--- src/rtl/cpu_run_ctrl.sv ---
// cpu_run_ctrl
//   Run/step/halt sequencer for the single-cycle MIPS core. Issues a one-clk
//   execute enable (cpu_en), owns the core reset, counts issued enables and
//   stops the core once a cycle budget is used up.
//
// Ports
//   clk        board clock, only clock domain
//   rst        asynchronous active-low reset
//   run_sw     1 = free-run, 0 = stopped (async, synchronized here)
//   step_btn   raw single-step button, active high (async, bouncy)
//   div_sel    run rate: one cpu_en every 2^div_sel clks
//   halt_clr   sync pulse; in HALT re-resets the core and clears the count
//   cpu_en     registered one-clk execute enable
//   cpu_rst    active-high core reset
//   cycle_cnt  cpu_en pulses issued since the last core reset
//   halted     1 while in HALT
//   state_o    FSM state for LEDs
//
// state    | meaning
// ---------+-----------------------------------------------------------
// RSTHOLD  | core held in reset for RST_HOLD clks, count/prescaler zero
// IDLE     | stopped; a debounced step press issues one cpu_en
// RUN      | free-running, one cpu_en every 2^div_sel clks
// HALT     | cycle budget used up; waits for halt_clr
module cpu_run_ctrl #(
  parameter int unsigned DEBOUNCE_CYCLES = 20,
  parameter int unsigned CYCLE_LIMIT     = 3072,
  parameter int unsigned RST_HOLD        = 4
) (
  input  logic        clk,
  input  logic        rst,
  input  logic        run_sw,
  input  logic        step_btn,
  input  logic [4:0]  div_sel,
  input  logic        halt_clr,
  output logic        cpu_en,
  output logic        cpu_rst,
  output logic [31:0] cycle_cnt,
  output logic        halted,
  output logic [1:0]  state_o
);

  typedef enum logic [1:0] {
    ST_RSTHOLD = 2'd0,
    ST_IDLE    = 2'd1,
    ST_RUN     = 2'd2,
    ST_HALT    = 2'd3
  } state_t;

  localparam int DB_W   = $clog2(DEBOUNCE_CYCLES + 1);
  localparam int HOLD_W = $clog2(RST_HOLD + 1);
  localparam logic [DB_W-1:0]   DB_LOAD   = DB_W'(DEBOUNCE_CYCLES - 1);
  localparam logic [HOLD_W-1:0] HOLD_LOAD = HOLD_W'(RST_HOLD - 1);

  state_t            state;
  logic              run_meta, run_sync;
  logic              step_meta, step_sync;
  logic              db_level, db_prev;
  logic [DB_W-1:0]   db_cnt;
  logic [HOLD_W-1:0] hold_cnt;
  logic [31:0]       presc;
  logic [31:0]       presc_term;
  logic [31:0]       cnt_inc;
  logic              presc_hit;
  logic              limit_hit;
  logic              step_req;

  always_ff @(posedge clk or negedge rst) begin
    if (!rst) begin
      run_meta  <= 1'b0;
      run_sync  <= 1'b0;
      step_meta <= 1'b0;
      step_sync <= 1'b0;
    end else begin
      run_meta  <= run_sw;
      run_sync  <= run_meta;
      step_meta <= step_btn;
      step_sync <= step_meta;
    end
  end

  // Down-counter reloads on every agreeing cycle, so only an unbroken run of
  // DEBOUNCE_CYCLES mismatching cycles moves the debounced level.
  always_ff @(posedge clk or negedge rst) begin
    if (!rst) begin
      db_level <= 1'b0;
      db_prev  <= 1'b0;
      db_cnt   <= DB_LOAD;
    end else begin
      db_prev <= db_level;
      if (step_sync != db_level) begin
        if (db_cnt == '0) begin
          db_level <= step_sync;
          db_cnt   <= DB_LOAD;
        end else begin
          db_cnt <= db_cnt - 1'b1;
        end
      end else begin
        db_cnt <= DB_LOAD;
      end
    end
  end

  assign step_req   = db_level & ~db_prev;
  assign presc_term = (32'd1 << div_sel) - 32'd1;
  assign presc_hit  = (presc == presc_term);
  assign cnt_inc    = cycle_cnt + 32'd1;
  assign limit_hit  = (CYCLE_LIMIT != 0) && (cnt_inc == 32'(CYCLE_LIMIT));

  always_ff @(posedge clk or negedge rst) begin
    if (!rst) begin
      state     <= ST_RSTHOLD;
      cpu_en    <= 1'b0;
      cpu_rst   <= 1'b1;
      cycle_cnt <= '0;
      halted    <= 1'b0;
      presc     <= '0;
      hold_cnt  <= HOLD_LOAD;
    end else begin
      cpu_en <= 1'b0;
      case (state)
        ST_RSTHOLD: begin
          cycle_cnt <= '0;
          presc     <= '0;
          if (hold_cnt == '0) begin
            state   <= ST_IDLE;
            cpu_rst <= 1'b0;
          end else begin
            hold_cnt <= hold_cnt - 1'b1;
          end
        end
        ST_IDLE: begin
          if (run_sync) begin
            state <= ST_RUN;
            presc <= '0;
          end else if (step_req) begin
            cpu_en    <= 1'b1;
            cycle_cnt <= cnt_inc;
            if (limit_hit) begin
              state  <= ST_HALT;
              halted <= 1'b1;
            end
          end
        end
        ST_RUN: begin
          // The final budgeted pulse goes out even if run_sw just dropped.
          if (presc_hit && limit_hit) begin
            cpu_en    <= 1'b1;
            cycle_cnt <= cnt_inc;
            presc     <= '0;
            state     <= ST_HALT;
            halted    <= 1'b1;
          end else if (!run_sync) begin
            state <= ST_IDLE;
          end else if (presc_hit) begin
            cpu_en    <= 1'b1;
            cycle_cnt <= cnt_inc;
            presc     <= '0;
          end else if (presc > presc_term) begin
            // div_sel shrank below the current count: restart without a pulse
            presc <= '0;
          end else begin
            presc <= presc + 32'd1;
          end
        end
        ST_HALT: begin
          if (halt_clr) begin
            state     <= ST_RSTHOLD;
            cpu_rst   <= 1'b1;
            halted    <= 1'b0;
            cycle_cnt <= '0;
            presc     <= '0;
            hold_cnt  <= HOLD_LOAD;
          end
        end
        default: state <= ST_RSTHOLD;
      endcase
    end
  end

  assign state_o = state;

endmodule

--- config.mk ---
export PLATFORM = sky130hd
export DESIGN_NAME = cpu_run_ctrl
export DESIGN_NICKNAME = d
export VERILOG_FILES = /design/src/rtl/cpu_run_ctrl.sv
export SDC_FILE = /design/constraint.sdc
export NUM_CORES = 1
export LEC_CHECK = 0
export BUFFER_PORTS_ARGS = -buffer_cell sky130_fd_sc_hd__buf_2
export CAP_MARGIN = 20
export CORE_MARGIN = 4
export CORE_UTILIZATION = 39
export DETAILED_ROUTE_END_ITERATION = 6
export GPL_TIMING_DRIVEN = 0
export PLACE_DENSITY = 0.66
export SYNTH_ARGS = -nofsm -noshare
export SYNTH_HDL_FRONTEND = slang
export SYNTH_SLANG_ARGS = --single-unit
export TNS_END_PERCENT = 30
--- constraint.sdc ---
create_clock -name clk -period 8.2 [get_ports clk]
set_input_delay 0.82 -clock clk [delete_from_list [all_inputs] [get_ports clk]]
set_output_delay 0.82 -clock clk [all_outputs]
set_load 0.03 [all_outputs]
==> impl_summary.md <==
Synth
The number of synthesis warnings is 0. Synthesis produced a netlist with a net count of just under 900. The count of flip-flops with a built-in enable after synthesis is 0. The async set or reset register ratio after synthesis is 100.0%. The unique cell type count in the Yosys netlist is between 70 and 80.

The most common flop cell mapped by yosys is sky130_fd_sc_hd__dfrtp_1. The cell count after synthesis is 837. The number of flip-flops and latches in the synthesized netlist is 83. Of the synthesized area, sequential elements account for 31.30%. After synthesis, the mean cell area works out to a little under 8 µm². The total standard cell area after synthesis is around 6700 µm².

Placed design
The count of port buffers added during placement is 43. Once placement completed, the tool counted placed cells totaling between 1000 and 1500. The placer congestion estimate is slightly above 0.9. The post-place setup slack is about 2.5 ns. The estimated wirelength of the detail-placed design is around 14 mm.

Timing
The worst setup skew after layout is 0.01526 ns. After layout, the worst setup slack is about 2.9 ns. The number of setup violations in the final report is 0. The worst relative slew slack is between 30% and 40%.

The share of the cycle needed by the critical path after routing is between 60% and 70%. The final critical delay including setup and external delays is 5.348 ns. The number of slew-limit violations in the final report is 0.

The hold violation count in the final report is 0. At the pin with the least slew margin, the transition time is 1.013 ns. Setup repair after global routing left no endpoint under its margin. Setup total negative slack on the finished layout was measured at 0 ns.

Derived from the worst setup path, the maximum achievable clock frequency is approximately 0.19 GHz.

Power and ir drop
The switching share of total power is roughly 46%. The worst-case IR drop observed on VDD is 0.0001424 V. The clock network burns around a quarter of the power.

Summed over all nets, the switching power comes to around 760 µW. In this run, the combinational gates consume between 40% and 50% of the power. The total power of the final layout is roughly 1.7 mW.

The sequential share of power is a little under a third. The internal power of the cells totals ~900 µW. The power density relative to cell area is about 220 nW/µm².

The reported leakage power is about 3.3 nW.

Global routing
The number of antenna violations at the first check in global routing is 0. The maximum number of pins on one net before global-route repair is 65. The first global-routing pass estimated 31.28 mm of wire. The total overflow reported by the global router is 0. The number of global-route vias before repair came to 6100. The total global-route track usage is 19.37%.

Die
The area of the die is 19230 µm². The floorplan core area is between 15000 and 20000 µm². The floorplan has 47 rows. The die is about 140 µm tall. The top-level port count is between 40 and 50. Measured along the x axis, the die boundary spans 138.7 µm. Once the floorplan was initialized, standard cells occupied 40.01% of the core.

Detailed routing
In the final routed layout, each cell accounts on average for roughly 17 µm. The first routing iteration left a little over 600 violations. The final route contains between 6000 and 7000 vias. In the routed layout, each cell is associated on average with a via count of approximately 6. The number of remaining DRC errors is 0. The count of nets left with antenna violations after detail routing is 0. For this block, the routed nets add up to ~19 mm of wire. The detailed-router iteration count before antenna repair is 5.

Finish
In the final design database the tool counted 945 nets. The filler cell count is around 1700. The sequential cell area is around 2100 µm². In the final layout, the multi-input gates occupy roughly 4200 µm². The finished layout holds 1117 standard cells, fillers aside. The final core utilization is approximately 45%.

The growth of design area from synthesis to finish is 12.10%. 0 antenna diodes ended up in the layout. Of the cells placed in the final design, the portion with a size suffix greater than 1 is 11.26%.

Setup path
The critical path goes through clkbuf_1 -> nor3_1 -> nand2_1 -> ha_1 -> nor2_1 -> nand2_1 -> o21ai_0 -> a31oi_1 -> ha_1 -> nand4_1 -> or2_2 -> nor3_1 -> and3_1 -> o21ai_0 -> nor4_4 -> o21ai_2 -> clkbuf_1 -> o21ai_1 -> o31ai_2. For the worst setup path, the data required time is 8.43 ns. Of all nets on the critical path, the largest fanout is 10. The largest single stage delay on the critical path is about 0.6 ns. The slowest stage of the critical path belongs to the cell sky130_fd_sc_hd__nor3_1.

STA classifies the critical path endpoint as a flip-flop. The worst path arrival time is around 5.6 ns. STA classifies the critical path startpoint as a primary input. The critical path in this run is classified as in2reg. The number of cells on the worst reg-to-reg path is 12.

CTS
The number of buffers added by the clock tree synthesis step is 9. The clock passes through at most 2 buffers. The number of setup buffers added after CTS is 0. The number of resized instances in the post-cts repair step is 0. The clock latency on the worst-skew pair is around 0.36 ns. The root buffer cell chosen for the clock tree is sky130_fd_sc_hd__clkbuf_16. The deepest level of the CTS H-tree is 3. The clock-pin slew of the registers on the worst-case setup and hold paths is around 0.070 ns. The number of clock sinks is slightly above 80. The hold buffer count at CTS is 0. The TritonCTS clock tree is done.

Min path
The tightest min-delay check is of the in2async type.

Run status
The flow ran to the end, and the final reports show no timing, DRC or antenna violations.

Flow run
The total of max-cap violations is 0.
## worst paths after layout
path,from,end,slack [ns]
setup / recovery,div_sel[4],cycle_cnt[18],2.85
hold / removal,rst,run_meta,0.35
setup reg to reg,cycle_cnt[0],cycle_cnt[18],4.06
hold reg to reg,run_meta,run_sync,0.35
max in group asynchronous,rst,cpu_rst,7.22
min in group clk,run_meta,run_sync,0.35
## sequential cells by signal, summed over array words and instances (netlist names)
name       cells
cycle_cnt     32
presc         32
db_cnt         5
hold_cnt       3
state_o        2
cpu_en         1
cpu_rst        1
db_level       1
db_prev        1
halted         1
run_meta       1
run_sync       1
step_meta      1
step_sync      1
## logic make-up (layout without fill, tap and decap cells)
| family | count (synthesis) | after routing | synth area share [%] |
|---|---|---|---|
| buf+inv | 87 | 147 | 5.280 |
| xor+xnor | 12 | 12 | 1.578 |
| simple gates | 358 | 358 | 27.94 |
| mux | 16 | 16 | 2.461 |
| fa+ha+maj | 43 | 43 | 8.080 |
| other cells | 1 | 1 | 0.05632 |
| compound gates | 237 | 237 | 23.30 |
| flops | 83 | 83 | 31.30 |
## placed cells by master (no fill, tap or decap), types with 5 or more instances in the layout
master	synthesis	layout
sky130_fd_sc_hd__a21o_1	16	16
sky130_fd_sc_hd__a21oi_1	40	40
sky130_fd_sc_hd__a31oi_1	22	22
sky130_fd_sc_hd__and2_1	6	6
sky130_fd_sc_hd__and3_1	28	28
sky130_fd_sc_hd__and4_1	5	5
sky130_fd_sc_hd__buf_2	9	51
sky130_fd_sc_hd__clkbuf_1	44	44
sky130_fd_sc_hd__clkbuf_16	0	9
sky130_fd_sc_hd__dfrtp_1	77	77
sky130_fd_sc_hd__dfstp_2	6	6
sky130_fd_sc_hd__ha_1	43	43
sky130_fd_sc_hd__inv_1	25	25
sky130_fd_sc_hd__mux2i_1	13	13
sky130_fd_sc_hd__nand2_1	85	85
sky130_fd_sc_hd__nand2b_1	5	5
sky130_fd_sc_hd__nand3_1	38	38
sky130_fd_sc_hd__nand3b_1	9	9
sky130_fd_sc_hd__nand4_1	34	34
sky130_fd_sc_hd__nor2_1	71	71
sky130_fd_sc_hd__nor2b_1	11	11
sky130_fd_sc_hd__nor3_1	19	19
sky130_fd_sc_hd__nor4_1	11	11
sky130_fd_sc_hd__o211ai_1	22	22
sky130_fd_sc_hd__o21a_1	5	5
sky130_fd_sc_hd__o21ai_0	35	35
sky130_fd_sc_hd__o21ai_1	34	34
sky130_fd_sc_hd__o22ai_1	5	5
sky130_fd_sc_hd__o31ai_1	18	18
sky130_fd_sc_hd__o31ai_2	5	5
sky130_fd_sc_hd__o41ai_1	6	6
sky130_fd_sc_hd__or2_2	5	5
sky130_fd_sc_hd__or3_1	7	7
sky130_fd_sc_hd__or4_1	10	10
sky130_fd_sc_hd__xnor2_1	8	8
## cell usage after synthesis, drive strengths merged, types with 16 or more instances
| cell type | instances | area (µm²) |
|---|---|---|
| a21oi | 40 | 200.2 |
| dfrtp | 77 | 1927 |
| ha | 43 | 538.0 |
| o211ai | 23 | 177.7 |
| clkbuf | 46 | 175.2 |
| a31oi | 22 | 137.6 |
| o31ai | 23 | 197.7 |
| nor2 | 71 | 266.5 |
| nand4 | 34 | 212.7 |
| and3 | 28 | 175.2 |
| o21ai | 70 | 354.1 |
| nand3 | 38 | 190.2 |
| a21o | 16 | 120.1 |
| inv | 25 | 93.84 |
| nor3 | 19 | 95.09 |
| nand2 | 86 | 325.3 |
## power groups by stage
| stage | clock, mW | combinational (mW) | sequential [mW] |
|---|---|---|---|
| after detailed placement | 0 | 0.741 | 0.509 |
| after CTS | 0.413 | 0.745 | 0.501 |
| after floorplan | 0 | 0.493 | 0.537 |
| after global routing | 0.431 | 0.836 | 0.508 |
| final | 0.404 | 0.753 | 0.501 |
| after global placement | 0 | 0.735 | 0.508 |
## metal layers
metal	share of wire (%)	vias to the layer above	global-route usage (%)
met5	0	-	0
met4	1.4	0	5.407
met3	7.4	24	3.448
met2	45	241	29.70
met1	47	3115	28.15
li1	-	3220	-
## critical path: cells and delay by family
kind | cells | cell delay [ns]
and+or+nand+nor | 9 | 2.57
AOI/OAI and AO/OA | 6 | 1.04
adders and majority gates | 2 | 0.62
buffers and inverters | 2 | 0.52
## per-stage QoR
step / area (µm²) / hold slack, ns
2_1_floorplan: 6659 / 0.3312
6_report: 7465 / 0.3470
5_1_grt: 7465 / 0.3544
3_3_place_gp: 7149 / 0.3335
3_5_place_dp: 7179 / 0.3371
4_1_cts: 7465 / 0.3464
## area by class of cell
| cell class | instances | share of cell area [%] |
|---|---|---|
| Buffer | 61 | 3.403 |
| Clock buffer | 9 | 3.017 |
| Clock inverter | 7 | 0.8046 |
| Inverter | 26 | 1.307 |
| Multi-Input combinational cell | 667 | 56.57 |
| Sequential cell | 83 | 27.92 |
| Tap cell | 220 | 3.688 |
| Timing Repair Buffer | 44 | 3.285 |
Power figures use the tool's default switching activity.
